`config.mk`:
```
export PLATFORM = sky130hd
export DESIGN_NAME = chroma_fb_responder
export DESIGN_NICKNAME = d
export VERILOG_FILES = /design/src/rtl/h264_chroma_pkg.sv /design/src/rtl/recon_clip4.sv /design/src/rtl/chroma_fb_responder.sv
export SDC_FILE = /design/constraint.sdc
export NUM_CORES = 1
export LEC_CHECK = 0
export ABC_AREA = 1
export CAP_MARGIN = 15
export CORE_AREA = 2 2 164 166
export DETAILED_ROUTE_END_ITERATION = 8
export DIE_AREA = 0 0 166 168
export MAX_ROUTING_LAYER = met4
export PLACE_DENSITY = 0.75
export SYNTH_ARGS = -nofsm -noshare
export SYNTH_HDL_FRONTEND = slang
export SYNTH_SLANG_ARGS = --single-unit
```
`constraint.sdc`:
```
create_clock -name CLK2 -period 9.8 [get_ports CLK2]
set_input_delay 0.98 -clock CLK2 [delete_from_list [all_inputs] [get_ports CLK2]]
set_output_delay 0.98 -clock CLK2 [all_outputs]
set_load 0.01 [all_outputs]
```
`src/rtl/h264_chroma_pkg.sv`:
```
// rtl/h264_chroma_pkg.sv - shared types and constants for the chroma feedback responder
// Purpose: FSM state enum, lane widths, block geometry and default feedback delay.
// Ports: none (package).
package h264_chroma_pkg;

  typedef enum logic [1:0] {
    ST_ACCEPT = 2'd0,
    ST_WAIT   = 2'd1,
    ST_EMIT   = 2'd2
  } state_e;

  localparam int RES_W          = 9;
  localparam int PIX_W          = 8;
  localparam int LANES          = 4;
  localparam int FB_DELAY_DEF   = 4;
  localparam int WORDS_PER_BLK  = 4;
  localparam int BLKS_PER_PLANE = 4;

  localparam int DATA_W = LANES * RES_W;
  localparam int BASE_W = LANES * PIX_W;
  localparam int SLOT_W = DATA_W + BASE_W;

endpackage

```
`src/rtl/recon_clip4.sv`:
```
// rtl/recon_clip4.sv - four-lane reconstruction: base + residual clipped to 0..255
// Ports:
//   res_i  [35:0] four signed 9-bit residual lanes, lane0 in the low bits
//   base_i [31:0] four unsigned 8-bit prediction lanes, lane0 in the low bits
//   pix_o  [31:0] four reconstructed 8-bit lanes
module recon_clip4
  import h264_chroma_pkg::*;
(
  input  logic [DATA_W-1:0] res_i,
  input  logic [BASE_W-1:0] base_i,
  output logic [BASE_W-1:0] pix_o
);

  for (genvar l = 0; l < LANES; l++) begin : g_lane
    logic signed [RES_W:0] sum;

    // 10-bit signed sum covers -256..510, so no overflow is possible.
    assign sum = $signed({2'b00, base_i[l*PIX_W +: PIX_W]})
               + $signed({res_i[l*RES_W + RES_W - 1], res_i[l*RES_W +: RES_W]});

    // Sign bit set -> negative -> 0; otherwise bit 8 set means > 255 -> saturate.
    assign pix_o[l*PIX_W +: PIX_W] = sum[RES_W]  ? '0 :
                                     sum[PIX_W]  ? '1 : sum[PIX_W-1:0];
  end

endmodule

```
`src/rtl/chroma_fb_responder.sv`:
```
// rtl/chroma_fb_responder.sv - buffers one 4x4 chroma block and replays it as reconstructed feedback
// Ports:
//   CLK2      clock, rising edge        NRESET   sync active-low reset
//   STROBEO   input word valid          DATAO    4 x signed 9-bit residuals
//   BASEO     4 x 8-bit prediction      READYO   ready for a new block
//   FBSTROBE  feedback word valid       FEEDBO   4 x 8-bit reconstructed pixels
//   FBQUAD    block index in plane      FBCRCB   plane (0 Cb, 1 Cr)
//   MBDONE    pulse after 8th block     PROTO_ERR sticky strobe-while-busy flag
module chroma_fb_responder
  import h264_chroma_pkg::*;
#(
  parameter int FB_DELAY = FB_DELAY_DEF
) (
  input  logic              CLK2,
  input  logic              NRESET,
  input  logic              STROBEO,
  input  logic [DATA_W-1:0] DATAO,
  input  logic [BASE_W-1:0] BASEO,
  output logic              READYO,
  output logic              FBSTROBE,
  output logic [BASE_W-1:0] FEEDBO,
  output logic [1:0]        FBQUAD,
  output logic              FBCRCB,
  output logic              MBDONE,
  output logic              PROTO_ERR
);

  localparam logic [3:0] DLY_LAST  = 4'(FB_DELAY - 1);
  localparam logic [1:0] WORD_LAST = 2'(WORDS_PER_BLK - 1);
  localparam logic [1:0] QUAD_LAST = 2'(BLKS_PER_PLANE - 1);

  state_e            state_q, state_d;
  logic [1:0]        wcnt_q, wcnt_d;
  logic [3:0]        dcnt_q, dcnt_d;
  logic [1:0]        quad_q, quad_d;
  logic              crcb_q, crcb_d;
  logic              mbdone_q, mbdone_d;
  logic              perr_q, perr_d;
  logic              wr_en;
  logic [SLOT_W-1:0] buf_q [WORDS_PER_BLK];
  logic [SLOT_W-1:0] rd_slot;
  logic [BASE_W-1:0] recon;

  // State register and datapath flops; reset wins over any strobe.
  always_ff @(posedge CLK2) begin
    if (!NRESET) begin
      state_q  <= ST_ACCEPT;
      wcnt_q   <= '0;
      dcnt_q   <= '0;
      quad_q   <= '0;
      crcb_q   <= 1'b0;
      mbdone_q <= 1'b0;
      perr_q   <= 1'b0;
      for (int i = 0; i < WORDS_PER_BLK; i++) buf_q[i] <= '0;
    end else begin
      state_q  <= state_d;
      wcnt_q   <= wcnt_d;
      dcnt_q   <= dcnt_d;
      quad_q   <= quad_d;
      crcb_q   <= crcb_d;
      mbdone_q <= mbdone_d;
      perr_q   <= perr_d;
      if (wr_en) buf_q[wcnt_q] <= {DATAO, BASEO};
    end
  end

  // Next-state logic. wcnt doubles as the write pointer in ACCEPT and the
  // read pointer in EMIT; it is 0 on entry to both because it wraps after 4.
  always_comb begin
    state_d  = state_q;
    wcnt_d   = wcnt_q;
    dcnt_d   = dcnt_q;
    quad_d   = quad_q;
    crcb_d   = crcb_q;
    mbdone_d = 1'b0;
    perr_d   = perr_q;
    wr_en    = 1'b0;
    case (state_q)
      ST_ACCEPT: begin
        if (STROBEO) begin
          wr_en  = 1'b1;
          wcnt_d = wcnt_q + 2'd1;
          if (wcnt_q == WORD_LAST) state_d = ST_WAIT;
        end
      end
      ST_WAIT: begin
        if (STROBEO) perr_d = 1'b1;
        if (dcnt_q == DLY_LAST) begin
          dcnt_d  = '0;
          state_d = ST_EMIT;
        end else begin
          dcnt_d = dcnt_q + 4'd1;
        end
      end
      ST_EMIT: begin
        if (STROBEO) perr_d = 1'b1;
        wcnt_d = wcnt_q + 2'd1;
        if (wcnt_q == WORD_LAST) begin
          state_d = ST_ACCEPT;
          quad_d  = quad_q + 2'd1;
          if (quad_q == QUAD_LAST) begin
            crcb_d   = ~crcb_q;
            mbdone_d = crcb_q;   // Cr plane finished -> macroblock complete
          end
        end
      end
      default: state_d = ST_ACCEPT;
    endcase
  end

  assign rd_slot = buf_q[wcnt_q];

  recon_clip4 u_recon (
    .res_i  (rd_slot[SLOT_W-1 -: DATA_W]),
    .base_i (rd_slot[BASE_W-1:0]),
    .pix_o  (recon)
  );

  // Outputs are forced low combinationally while reset is held.
  always_comb begin
    READYO    = NRESET && (state_q == ST_ACCEPT);
    FBSTROBE  = NRESET && (state_q == ST_EMIT);
    FEEDBO    = FBSTROBE ? recon  : '0;
    FBQUAD    = FBSTROBE ? quad_q : '0;
    FBCRCB    = FBSTROBE && crcb_q;
    MBDONE    = NRESET && mbdone_q;
    PROTO_ERR = NRESET && perr_q;
  end

endmodule

```
==> results.txt <==
Max_slew headroom - 26.70%
Maxcap violations - 0
Reg clk slew, reported paths - 60 ps
Post-synthesis compound-gate area fraction - 8.459%
Multiplexer area fraction after synthesis - 0%
Die area - 27,890 um2
1st-iter DRT viols - 880
Via Count - 10,680
Worst hold stages - 2
Final core utilization - 62.01%
Post-Synthesis Mean Instance Area - 9.267 um2
Post-synthesis sequential area ratio - 59.76%
Final-layout fill cell count - 2,152
Post-CTS sizing - 0
Xor and xnor fraction of the mapped netlist area - 0.7417%
Nets - 1,720
Post-route setup TNS - 0 ps
DR DRC count - 0
Setup Fix Bufs, Post-CTS - 0
CTS HTree Levels - 1
Area growth syn-to-layout - 15.32%
Final setup viols - 0
Hold Buf Count CTS - 0
Synth Area in Adders - 4.009%
Clock latency on the worst-skew pair - 550 ps
R2r setup slk - 6670 ps
Minimum clock period - 5419 ps
Setup crit start kind - register
Placed cell areas - 15,460 um2
DR WL/cell - 16.39 um
Reg-to-Reg End - buf_q[0][62]
Most common cell after layout, fill and taps aside - nor2_1
Max-slew violation count - 0
Post-Synth Simple-Gate Area - 20.11%
Clock tree sinks - 287
RD Place Congestion - 0.8530
Yosys reg bits - 287
First-pass GRT wire length - 52,080 um
Max Fanout on Critical Path - 76
Core ar. - 26,350 um2
Hold endpoint - perr_q
Initial Util - 53.77%
Net Count, Synth - 1,643
Synth warn - 0
Setup ws final - 4381 ps
Post-DRT Antenna Nets - 0
Ports - 110
Drt pass-1 iters - 7
Final hold vios - 0
Vias in the first global route - 10,540
CTS tree - done
CP Class - register to primary output
Status - finished clean
CTS Buffer Depth - 3
Syn Inst Count - 1,529
Height of the die - 168 um
Die Width - 166 um
DP HPWL - 18,040 um
R2R depth - 10
Most frequent cells in the layout - 472 x nor2_1, 272 x edfxtp_1, 175 x nand2_1
Mapped cell area - 14,170 um2
Remaining Overflow, GRT - 0
Total Routing Usage GR - 23.63%
Final setup skew - 13.55 ps
Hold Path Origin - perr_q
Maximum achievable frequency - 184.6 MHz
Synth cell types - 28
Power Density - 299.4 nW/um2
Clock root cell - clkbuf_16
Worst min path class - register to register
Actual slew at the worst max-slew pin - 1099 ps
Port Buffers - 109
Post-route clock period utilization - 55.29%
Post-Layout Inst Area - 16,340 um2
Dpl ws - 4931 ps
Via density - 5.425
RSZ-0062 raised after global routing - false
Critical path data arrival time - 4440 ps
Largest family of logic cells by synthesized area - simple AND/OR/NAND/NOR gates
Peak VDD IR - 0.1953 mV
CP required - 8820 ps
Initial antenna violation count - 1
Total CTS buffers - 29
Layout cells sized above 1 - 5.655%
Routed WL - 32,270 um
Site Rows - 60
Leak - 6.958 nW
Maximum number of pins on one net before global-route repair - 87
Cell Count, Final, Fillers Out - 1,969
Worst setup EP type - primary output
R2r startpoint - state_q[0]
Inst Count DP - 1,916
cells in the mapped netlist:
| library cell | count | area (um2) |
|---|---|---|
| buf_2 | 16 | 80.08 |
| inv_4 | 1 | 6.260 |
| inv_1 | 164 | 615.6 |
| buf_6 | 4 | 45.04 |
| xor2_1 | 12 | 105.1 |
| fa_1 | 4 | 80.08 |
| ha_1 | 39 | 488.0 |
| o21bai_1 | 1 | 7.510 |
| inv_2 | 6 | 22.52 |
| nand2_2 | 8 | 50.05 |
| edfxtp_1 | 272 | 8168 |
| o22ai_1 | 64 | 400.4 |
| o21ai_0 | 136 | 680.7 |
| nor2_1 | 472 | 1772 |
| nor2_2 | 15 | 93.84 |
| o21a_1 | 2 | 15.01 |
| nand3_1 | 37 | 185.2 |
| nand2_1 | 178 | 668.1 |
| or2_2 | 1 | 6.260 |
| a21oi_1 | 19 | 95.09 |
| nand3_2 | 1 | 10.01 |
| nand2_4 | 2 | 22.52 |
| nor3_1 | 1 | 5.000 |
| buf_4 | 3 | 22.52 |
| clkbuf_1 | 49 | 183.9 |
| dfxtp_1 | 15 | 300.3 |
| nand4_1 | 6 | 37.54 |
| buf_1 | 1 | 3.750 |
logic make-up (layout without fill, tap and decap cells):
| logic type | count (synthesis) | in the layout |
|---|---|---|
| xor+xnor | 12 | 12 |
| simple gates | 721 | 721 |
| other cells | 0 | 1 |
| fa+ha+maj | 43 | 43 |
| buf+inv | 244 | 342 |
| flops | 287 | 287 |
| compound gates | 222 | 222 |
power by group:
part           total, mW  switching [mW]  internal, mW
logic               2.22            1.45         0.770
clock network       1.03           0.454         0.575
registers           1.65          0.0776          1.57
layout make-up:
cell class                      instances  area [um2]  share of cell area (%)
Antenna cell                            1       2.502                 0.01531
Timing Repair Buffer                  119        1166                   7.136
Inverter                              171       644.4                   3.943
Multi-Input combinational cell        998        4751                   29.07
Sequential cell                       287        8473                   51.85
Clock inverter                         11       66.31                  0.4058
Tap cell                              341       426.7                   2.611
Clock buffer                           41       810.8                   4.962
critical path, cell delays in order (launching register included):
cell and delay (ps):
dfxtp_4 710, inv_4 360, buf_4 460, o21ai_0 270
o22ai_1 100, ha_1 240, fa_1 470, nand2_1 90
nand2_1 80, nand2_1 90, nand3_1 70, nand2_1 210
nor2_1 70, nor2_1 90, clkdlybuf4s50_1 540
registers in the layout (all words and copies together) (netlist names), named ones only:
| signal | flops |
|---|---|
| buf_q | 272 |
| wcnt_q | 2 |
| dcnt_q | 4 |
| state_q | 2 |
| perr_q | 1 |
| quad_q | 2 |
| mbdone_q | 1 |
| crcb_q | 1 |
layer usage:
layer  global-route usage (%)  wire length, um  vias to the layer above
met2                    38.81            15590                      371
met4                    7.675              820                        0
met5                        -                0                        -
met1                    30.60            13760                     5073
li1                         -                -                     5184
met3                    3.409             2097                       54
through the flow:
stage,hold WS (ps),power [mW]
after floorplan,421.4,3.357
after global placement,437.3,3.822
after detailed placement,437.6,3.875
after CTS,452.6,4.908
after global routing,482.3,5.288
final,449.7,4.893
worst max-delay path by stage:
stage | endpoint | slack [ps] | depth (start not counted)
2_1_floorplan | buf_q[3][0] | 3330 | 2
3_3_place_gp | FEEDBO[25] | 5080 | 14
3_5_place_dp | FEEDBO[24] | 4930 | 14
4_1_cts | FEEDBO[24] | 4360 | 14
5_1_grt | FEEDBO[24] | 3960 | 14
6_report | FEEDBO[24] | 4380 | 14
No activity file was read; power rests on OpenSTA's default activity.
